### src/rtl/ssd_cmd_responder_if.sv
// Command/response and storage-backend signals of the SSD command responder.
// slave = responder side, master = command adapter plus storage backend side.
interface ssd_cmd_responder_if;
   logic [2:0]  cmd;
   logic        cmd_en;
   logic [47:0] lba;
   logic [15:0] sectorcnt;
   logic        ncq_idle;
   logic        cmd_success;
   logic        cmd_failed;
   logic        fin_read_sig;
   logic        xfer_valid;
   logic        xfer_ready;
   logic        xfer_write;
   logic [47:0] xfer_lba;
   logic [23:0] xfer_beats;
   logic        beat_done;
   logic        xfer_err;
   logic        rd_consume;

   modport slave (
      input  cmd, cmd_en, lba, sectorcnt, xfer_ready, beat_done, xfer_err, rd_consume,
      output ncq_idle, cmd_success, cmd_failed, fin_read_sig,
             xfer_valid, xfer_write, xfer_lba, xfer_beats
   );

   modport master (
      output cmd, cmd_en, lba, sectorcnt, xfer_ready, beat_done, xfer_err, rd_consume,
      input  ncq_idle, cmd_success, cmd_failed, fin_read_sig,
             xfer_valid, xfer_write, xfer_lba, xfer_beats
   );
endinterface

### src/rtl/ssd_cmd_responder.sv
// SSD-side command endpoint: validates a command, issues one backend transfer, counts beats.
// Optional XFER watchdog enabled by defining SSD_RESP_TIMEOUT_EN.
module ssd_cmd_responder #(
   parameter int          DATA_W  = 32,
   parameter logic [48:0] MAX_LBA = 49'h0_0008_0000_0000
`ifdef SSD_RESP_TIMEOUT_EN
   ,
   parameter int          TIMEOUT_CYCLES = 1048576
`endif
) (
   input logic                 clk,
   input logic                 nReset,
   ssd_cmd_responder_if.slave  io
);
   localparam logic [23:0] BEATS_PER_SECTOR = 24'(4096 / DATA_W);

   typedef enum logic [2:0] {S_IDLE, S_CHECK, S_ISSUE, S_XFER, S_RESP} state_t;

   state_t      r_state, w_state_next;
   logic        r_ok, w_ok_next;
   logic [2:0]  r_cmd;
   logic [47:0] r_lba;
   logic [15:0] r_sectorcnt;
   logic [23:0] r_beat_cnt;
   logic [23:0] r_rd_out, w_rd_out_next;
   logic        r_ncq_idle, r_cmd_success, r_cmd_failed, r_fin_read_sig;
   logic        r_xfer_valid, r_xfer_write;
   logic [47:0] r_xfer_lba;
   logic [23:0] r_xfer_beats;

   logic        w_is_read, w_is_write, w_range_bad, w_wdog_expired;
   logic [48:0] w_lba_end;
   logic [23:0] w_beats;

   assign w_is_read   = (r_cmd == 3'b001);
   assign w_is_write  = (r_cmd == 3'b010);
   assign w_lba_end   = {1'b0, r_lba} + {33'd0, r_sectorcnt};
   assign w_range_bad = (w_lba_end > MAX_LBA);
   assign w_beats     = {8'd0, r_sectorcnt} * BEATS_PER_SECTOR;

`ifdef SSD_RESP_TIMEOUT_EN
   logic [19:0] r_wdog;

   // Counts consecutive XFER cycles without a beat; any beat restarts the window.
   always_ff @(posedge clk) begin
      if (!nReset || r_state != S_XFER || io.beat_done)
         r_wdog <= '0;
      else
         r_wdog <= r_wdog + 20'd1;
   end

   assign w_wdog_expired = (r_state == S_XFER) && !io.beat_done &&
                           (r_wdog == 20'(TIMEOUT_CYCLES - 1));
`else
   assign w_wdog_expired = 1'b0;
`endif

   always_comb begin
      w_state_next = r_state;
      w_ok_next    = r_ok;
      case (r_state)
         S_IDLE:  if (io.cmd_en) w_state_next = S_CHECK;
         S_CHECK: begin
            if (!(w_is_read || w_is_write) || w_range_bad) begin
               w_state_next = S_RESP;
               w_ok_next    = 1'b0;
            end else if (r_sectorcnt == 16'd0) begin
               w_state_next = S_RESP;
               w_ok_next    = 1'b1;
            end else begin
               w_state_next = S_ISSUE;
            end
         end
         S_ISSUE: if (io.xfer_ready) w_state_next = S_XFER;
         S_XFER: begin
            // A backend error outranks a final beat arriving in the same cycle.
            if (io.xfer_err) begin
               w_state_next = S_RESP;
               w_ok_next    = 1'b0;
            end else if (io.beat_done && r_beat_cnt == 24'd1) begin
               w_state_next = S_RESP;
               w_ok_next    = 1'b1;
            end else if (w_wdog_expired) begin
               w_state_next = S_RESP;
               w_ok_next    = 1'b0;
            end
         end
         S_RESP:  w_state_next = S_IDLE;
         default: w_state_next = S_IDLE;
      endcase
   end

   always_comb begin
      w_rd_out_next = r_rd_out;
      if (r_state == S_ISSUE && io.xfer_ready && !r_xfer_write)
         w_rd_out_next = r_xfer_beats;
      else if (r_state == S_RESP && !r_ok && w_is_read)
         w_rd_out_next = '0;
      else if (io.rd_consume && r_rd_out != 24'd0)
         w_rd_out_next = r_rd_out - 24'd1;
   end

   always_ff @(posedge clk) begin
      if (!nReset) begin
         r_state        <= S_IDLE;
         r_ok           <= 1'b0;
         r_cmd          <= '0;
         r_lba          <= '0;
         r_sectorcnt    <= '0;
         r_beat_cnt     <= '0;
         r_rd_out       <= '0;
         r_ncq_idle     <= 1'b1;
         r_cmd_success  <= 1'b0;
         r_cmd_failed   <= 1'b0;
         r_fin_read_sig <= 1'b1;
         r_xfer_valid   <= 1'b0;
         r_xfer_write   <= 1'b0;
         r_xfer_lba     <= '0;
         r_xfer_beats   <= '0;
      end else begin
         r_state        <= w_state_next;
         r_ok           <= w_ok_next;
         r_ncq_idle     <= (w_state_next == S_IDLE);
         r_xfer_valid   <= (w_state_next == S_ISSUE);
         r_cmd_success  <= (r_state == S_RESP) && r_ok;
         r_cmd_failed   <= (r_state == S_RESP) && !r_ok;
         r_rd_out       <= w_rd_out_next;
         r_fin_read_sig <= (w_rd_out_next == 24'd0);
         if (r_state == S_IDLE && io.cmd_en) begin
            r_cmd       <= io.cmd;
            r_lba       <= io.lba;
            r_sectorcnt <= io.sectorcnt;
         end
         if (r_state == S_CHECK && w_state_next == S_ISSUE) begin
            r_xfer_write <= w_is_write;
            r_xfer_lba   <= r_lba;
            r_xfer_beats <= w_beats;
            r_beat_cnt   <= w_beats;
         end else if (r_state == S_XFER && io.beat_done && r_beat_cnt != 24'd0) begin
            r_beat_cnt <= r_beat_cnt - 24'd1;
         end
      end
   end

   assign io.ncq_idle     = r_ncq_idle;
   assign io.cmd_success  = r_cmd_success;
   assign io.cmd_failed   = r_cmd_failed;
   assign io.fin_read_sig = r_fin_read_sig;
   assign io.xfer_valid   = r_xfer_valid;
   assign io.xfer_write   = r_xfer_write;
   assign io.xfer_lba     = r_xfer_lba;
   assign io.xfer_beats   = r_xfer_beats;
endmodule

### src/flat_wrapper.sv
// flat-port wrapper written by rule: the top's interface ports become plain ports
module ssd_cmd_responder_flat 
#(
   parameter int          DATA_W  = 32,
   parameter logic [48:0] MAX_LBA = 49'h0_0008_0000_0000

)
  (clk, nReset, io_cmd, io_cmd_en, io_lba, io_sectorcnt, io_xfer_ready, io_beat_done, io_xfer_err, io_rd_consume, io_ncq_idle, io_cmd_success, io_cmd_failed, io_fin_read_sig, io_xfer_valid, io_xfer_write, io_xfer_lba, io_xfer_beats);
  ssd_cmd_responder_if io_i ();
  input logic clk;
  input logic nReset;
  input wire logic [$bits(io_i.cmd)-1:0] io_cmd;
  input wire logic [$bits(io_i.cmd_en)-1:0] io_cmd_en;
  input wire logic [$bits(io_i.lba)-1:0] io_lba;
  input wire logic [$bits(io_i.sectorcnt)-1:0] io_sectorcnt;
  input wire logic [$bits(io_i.xfer_ready)-1:0] io_xfer_ready;
  input wire logic [$bits(io_i.beat_done)-1:0] io_beat_done;
  input wire logic [$bits(io_i.xfer_err)-1:0] io_xfer_err;
  input wire logic [$bits(io_i.rd_consume)-1:0] io_rd_consume;
  output wire logic [$bits(io_i.ncq_idle)-1:0] io_ncq_idle;
  output wire logic [$bits(io_i.cmd_success)-1:0] io_cmd_success;
  output wire logic [$bits(io_i.cmd_failed)-1:0] io_cmd_failed;
  output wire logic [$bits(io_i.fin_read_sig)-1:0] io_fin_read_sig;
  output wire logic [$bits(io_i.xfer_valid)-1:0] io_xfer_valid;
  output wire logic [$bits(io_i.xfer_write)-1:0] io_xfer_write;
  output wire logic [$bits(io_i.xfer_lba)-1:0] io_xfer_lba;
  output wire logic [$bits(io_i.xfer_beats)-1:0] io_xfer_beats;
  assign io_i.cmd = io_cmd;
  assign io_i.cmd_en = io_cmd_en;
  assign io_i.lba = io_lba;
  assign io_i.sectorcnt = io_sectorcnt;
  assign io_i.xfer_ready = io_xfer_ready;
  assign io_i.beat_done = io_beat_done;
  assign io_i.xfer_err = io_xfer_err;
  assign io_i.rd_consume = io_rd_consume;
  assign io_ncq_idle = io_i.ncq_idle;
  assign io_cmd_success = io_i.cmd_success;
  assign io_cmd_failed = io_i.cmd_failed;
  assign io_fin_read_sig = io_i.fin_read_sig;
  assign io_xfer_valid = io_i.xfer_valid;
  assign io_xfer_write = io_i.xfer_write;
  assign io_xfer_lba = io_i.xfer_lba;
  assign io_xfer_beats = io_i.xfer_beats;
  ssd_cmd_responder #(.DATA_W(DATA_W), .MAX_LBA(MAX_LBA)) u_core (.clk(clk), .nReset(nReset), .io(io_i));
endmodule
### config.mk
export PLATFORM = sky130hd
export DESIGN_NAME = ssd_cmd_responder_flat
export DESIGN_NICKNAME = d
export VERILOG_FILES = /design/src/rtl/ssd_cmd_responder_if.sv /design/src/rtl/ssd_cmd_responder.sv /design/src/flat_wrapper.sv
export SDC_FILE = /design/constraint.sdc
export NUM_CORES = 1
export LEC_CHECK = 0
export BUFFER_PORTS_ARGS = -buffer_cell sky130_fd_sc_hd__buf_4
export CORE_ASPECT_RATIO = 1.1
export CORE_MARGIN = 10
export CORE_UTILIZATION = 40
export DETAILED_ROUTE_END_ITERATION = 6
export SLEW_MARGIN = 30
export SYNTH_ARGS = -nofsm -noshare
export SYNTH_HDL_FRONTEND = slang
export SYNTH_SLANG_ARGS = --single-unit
### constraint.sdc
create_clock -name clk -period 5 [get_ports clk]
set_input_delay 1 -clock clk [delete_from_list [all_inputs] [get_ports clk]]
set_output_delay 1 -clock clk [all_outputs]
set_load 0.005 [all_outputs]
==> flow_summary.ini, run 1 <==
[pwr]
leakage_nw = 4.80
p_clk_frac = 0.328
finalPower_mw = 4.33
power_density_nw_per_um2 = 353
swShare = 0.347
pwr-share-seq = 0.408
combPwrFrac = 0.264
switchingPower_mw = 1.50
internal_power_mw = 2.83
ir_drop_mv = 0.165

[global_route]
antenna_found_initial = 0
overflow = 0
grt_max_degree = 102
grt_usage = 0.214
grt_pass1_wl_microns = 56800
grt_pass1_vias = 10131

[detailed_routing]
wl_per_cell_microns = 20.0
drt_iter0_drc = 955
drc = 0
wl_microns = 36200
wl_met3_microns = 2310
dr_wl_met2_microns = 17200
maxUsedRoutingLayer = met4
dr.pass1.iters = 7
drt-met1-wl_microns = 15400
antenna_left = 0
viasPerCell = 5.77
routed-via-count = 10452

[synthesis]
synth_edf_count = 0
synth_top_cell_by_area = dfxtp_1
synth.area.top_cells = dfxtp_1, a21oi_1, nand2_1
syn_area_sq_um = 10300
syn_inst = 1348
ys_warn_count = 0
yosysUniqueCellTypes = 82
synth_seq_cells = 189
synth_top_flop_cell = dfxtp_1
synth.most_common_cell = nand2_1
yosys.area.top_type_share = 0.367
ys_async_sr_fraction = 0
synth.avg_cell_area_sq_um = 7.65
synth_commonest_cells = nand2_1, dfxtp_1, a21oi_1
synth-seq-area-share = 0.367

[sta]
tightest_slew_ns = 0.862
hold_viol = 0
fin_ws_ns = 0.483
setup_viol = 0
slew_headroom = 0.423
min_period_ns = 4.52
max_freq_mhz = 221
finalMaxSlewViolations = 0
setup_tns_ns = 0
finalClockSkew_ns = 0.0156
post-route-period-util = 0.903
rsz0062_at_grt = no

[layout]
fin_nets = 1548
final_util = 0.484
fillCellCount = 2639
post_route_cells_drive_above_1_share = 0.164
design_area_sq_um = 12300
diodes = 0
area_delta_synth_final_pct = 19.0

[floorplan]
num_rows = 61
start_util = 0.407
ios = 152
dieArea_sq_um = 32600
fp.dieW_microns = 173
core_sq_um = 25300
die_h_microns = 188

[clock_network]
insertion_delay_ns = 0.45
clk_pin_slew_worst_paths_ns = 0.09
cts_buffers = 17
htreeDepth = 4
cts-root-buf = clkbuf_16
cts_setup_buffers = 0
cts_tree = done
cts_sinks = 189
post_cts_resized = 0
cts_buffer_depth = 2
hold_buffers = 0

[critical_path]
endpoint_kind = flip-flop
worst-r2r-setup-slack_ns = 0.48
rr_worst_depth = 13
crit_required_ns = 5.29
critPathKind = flip-flop to flip-flop
worstSetupStartpointType = flip-flop
crit_fanout = 38
cp.arrival_ns = 4.81
rr_startpoint = u_core.r_sectorcnt[0]
reg2reg_to = u_core.io.xfer_beats[11]

[place]
placed_cell_area_sq_um = 11700
io_buffer_count = 143
dp_slack_ns = 0.538
gp_congestion = 0.981
dpl.hpwl_microns = 26800

[job]
drv_cap = 0

[hold_path]
whs_endpoint = u_core.io.cmd_failed
hold_depth = 1
hold_start = u_core.r_ok
hold_path_class = flip-flop to flip-flop

[run_status]
status = finished, final reports clean
-- power groups by stage --
stage	combinational (mW)	clock [mW]	sequential (mW)
after floorplan	0.891	0	1.74
after global placement	1.13	0	1.80
after detailed placement	1.14	0	1.80
after CTS	1.14	1.44	1.77
after global routing	1.28	1.50	1.79
final	1.14	1.42	1.77
-- state kept, by name, indices dropped and copies added, names as in the netlist --
name                    count
u_core.r_state              3
u_core.r_sectorcnt         16
u_core.io.xfer_write        1
u_core.io.cmd_success       1
u_core.r_cmd                3
u_core.io.ncq_idle          1
u_core.io.fin_read_sig      1
u_core.r_rd_out            24
u_core.io.xfer_valid        1
u_core.r_beat_cnt          24
u_core.io.cmd_failed        1
u_core.io.xfer_beats       16
u_core.io.xfer_lba         48
u_core.r_lba               48
u_core.r_ok                 1
-- metal layers --
layer / vias up / GRT usage
li1: 5064 / -
met1: 4922 / 0.263
met2: 394 / 0.357
met3: 72 / 0.0440
met4: 0 / 0.0856
met5: - / 0
-- metrics by stage --
stage	instances	hold slack (ns)
6_report	1812	0.475
5_1_grt	1812	0.492
4_1_cts	1812	0.479
3_5_place_dp	1780	0.465
3_3_place_gp	1780	0.454
2_1_floorplan	1355	0.426
-- worst max path at each step --
stage,end,depth (start not counted),startpoint,slack [ns]
floorplan,u_core.io.xfer_beats[10],14,u_core.r_sectorcnt[0],1.18
global placement,u_core.io.xfer_lba[5],13,u_core.r_sectorcnt[0],0.66
detailed placement,u_core.io.xfer_lba[1],13,u_core.r_sectorcnt[0],0.54
CTS,u_core.io.xfer_lba[1],13,u_core.r_sectorcnt[0],0.54
global route,u_core.io.xfer_write,13,u_core.r_sectorcnt[0],0.30
finish,u_core.io.xfer_beats[11],13,u_core.r_sectorcnt[0],0.48
-- final cells by class --
type	count	area [sq um]	area share
Inverter	26	103	0.00836
Clock buffer	18	429	0.0350
Timing Repair Buffer	181	1370	0.112
Sequential cell	189	3780	0.308
Clock inverter	14	173	0.0141
Tap cell	346	433	0.0353
Multi-Input combinational cell	1038	5970	0.487
-- critical path, stage by stage, from the launching register on --
cell	delay [ns]
dfxtp_1	0.35
ha_1	0.24
fa_1	0.40
a21o_1	0.22
a221oi_2	0.43
o21bai_1	0.27
a211oi_1	0.27
a31oi_1	0.06
or4b_1	0.54
or4_4	0.58
o21a_2	0.37
buf_4	0.31
o21ai_0	0.23
a21oi_1	0.09
-- cell families after synthesis --
family          share of synthesized area
simple gates                        0.266
compound gates                      0.231
flops                               0.367
buf+inv                            0.0581
xor+xnor                           0.0476
fa+ha+maj                          0.0262
mux                               0.00413
other cells                      0.000364
-- placed cells by master, fill, tap and decap left out, types with 11 or more instances in the layout --
cell / instances
nand2_1: 209
dfxtp_1: 189
buf_4: 180
a21oi_1: 165
o21ai_0: 85
nor2_1: 77
nand3_1: 75
nor3_1: 41
xnor2_1: 35
nand4_1: 30
inv_1: 25
nor4_1: 24
and3_1: 24
xor2_1: 21
ha_1: 20
clkbuf_16: 17
or3_1: 15
a31oi_1: 14
a211oi_1: 12
or4_1: 11
Note: power is estimated with default switching activity, not from simulation.
==> run 2, diff against run 1 <==
- CTS_BUF_LIST: unset -> sky130_fd_sc_hd__clkbuf_4 sky130_fd_sc_hd__clkbuf_8
- SKIP_LAST_GASP: unset -> 1
==> flow_summary.ini, run 2 (synthesis gave the netlist of run 1 again) <==
[layout]
area_delta_synth_final_pct = 17.2
fin_nets = 1548
fin_cells = 1812
diodes = 0
final_common_cell = nand2_1
mostFrequentLayoutCells = nand2_1, dfxtp_1, buf_4, a21oi_1, o21ai_0
post_route_cells_drive_above_1_share = 0.165

[critical_path]
critPathKind = flip-flop to flip-flop
crit_slowest_cell = or4_4
endpoint_kind = flip-flop
rr_worst_depth = 13
crit_required_ns = 5.35
cp-startpoint = u_core.r_sectorcnt[0]
max_stage_delay_ns = 0.58
rr_startpoint = u_core.r_sectorcnt[0]
crit_family = compound AO/OA/AOI/OAI gates
crit_buf_inv = 1
worstSetupStartpointType = flip-flop
reg2reg_to = u_core.io.xfer_lba[5]
cp.arrival_ns = 4.85
crit_fanout = 38
worst-r2r-setup-slack_ns = 0.49
worstPathCellList = ha_1, fa_1, a21o_1, a221oi_2, o21bai_1, a211oi_1, a31oi_1, or4b_1, or4_4, o21a_2, buf_4, o21ai_0, a21oi_1

[clock_network]
cts_tree = done
htreeDepth = 4
hold_buffers = 0
cts_buffers = 17
cts-root-buf = clkbuf_8
cts_buffer_depth = 2
clk_pin_slew_worst_paths_ns = 0.12
insertion_delay_ns = 0.49
post_cts_resized = 0
cts_sinks = 189
cts_setup_buffers = 0

[detailed_routing]
wl_met3_microns = 2350
routed-via-count = 10546
wl_microns = 36200
wl_per_cell_microns = 20.0
dr.pass1.iters = 6
drc = 0
drt-met1-wl_microns = 15300
antenna_left = 0
drt_iter0_drc = 1023
dr_wl_met2_microns = 17200
maxUsedRoutingLayer = met4
viasPerCell = 5.82

[pwr]
switchingPower_mw = 1.46
internal_power_mw = 2.54
p_clk_frac = 0.272
pwr-share-seq = 0.442
leakage_nw = 4.71
swShare = 0.365
ir_drop_mv = 0.174
combPwrFrac = 0.286
power_density_nw_per_um2 = 331

[global_route]
antenna_found_initial = 0
grt_pass1_wl_microns = 56500
grt_usage = 0.212
overflow = 0
grt_max_degree = 102
grt_pass1_vias = 10079

[sta]
tightest_slew_ns = 0.877
setup_viol = 0
post-route-period-util = 0.901
max_freq_mhz = 222
setup_tns_ns = 0
hold_viol = 0
min_period_ns = 4.51
rsz0062_at_grt = no
finalMaxSlewViolations = 0
finalClockSkew_ns = 0.0227
slew_headroom = 0.413

[hold_path]
hold_depth = 2
hold_path_class = flip-flop to flip-flop
whs_endpoint = u_core.io.xfer_lba[33]
hold_start = u_core.io.xfer_lba[33]

[floorplan]
start_util = 0.407
fp.dieW_microns = 173
ios = 152
num_rows = 61
die_h_microns = 188
core_sq_um = 25300
dieArea_sq_um = 32600

[place]
io_buffer_count = 143
gp_congestion = 0.981
placedCellCount = 1780
dpl.hpwl_microns = 26800

[job]
drv_cap = 0

[run_status]
status = finished, final reports clean
-- run 2: area by class of cell --
cell class / instances / area (sq um)
fill: 2666 / 13300
tap: 346 / 433
inverter: 26 / 103
multi-input combinational: 1038 / 5970
sequential: 189 / 3780
clock inverter: 14 / 173
clock buffer: 18 / 241
timing repair buffer: 181 / 1370
-- run 2: layer usage --
layer,GRT usage,up-vias
met2,0.357,398
met5,0,-
met1,0.262,5017
met4,0.0813,0
li1,-,5059
met3,0.0428,72
-- run 2: power by group through the flow --
stage	registers (mW)	clock network, mW	logic (mW)
finish	1.77	1.09	1.14
global route	1.79	1.17	1.28
CTS	1.77	1.11	1.14
detailed placement	1.80	0	1.14
global placement	1.80	0	1.13
floorplan	1.74	0	0.891
-- run 2: tightest hold or removal path, delay by kind of cell (launching register included) --
kind	cells	cell delay, ns
flip-flops	1	0.32
AO/OA/AOI/OAI	2	0.12
-- run 2: worst max-delay path by stage --
stage	endpoint	slack, ns	cells after the start
6_report	u_core.io.xfer_lba[5]	0.49	13
5_1_grt	u_core.io.xfer_write	0.30	13
4_1_cts	u_core.io.xfer_beats[12]	0.52	13
3_5_place_dp	u_core.io.xfer_lba[1]	0.54	13
3_3_place_gp	u_core.io.xfer_lba[5]	0.66	13
2_1_floorplan	u_core.io.xfer_beats[10]	1.18	14
-- run 2: per-stage QoR --
step                 util  area, sq um  hold WS, ns  power (mW)  setup WS [ns]
finish              0.477        12100        0.478        4.00          0.494
global route        0.477        12100        0.497        4.24          0.295
CTS                 0.477        12100        0.484        4.02          0.524
detailed placement  0.460        11700        0.465        2.94          0.538
global placement    0.460        11700        0.454        2.93          0.660
floorplan               -        10300        0.426        2.63           1.18
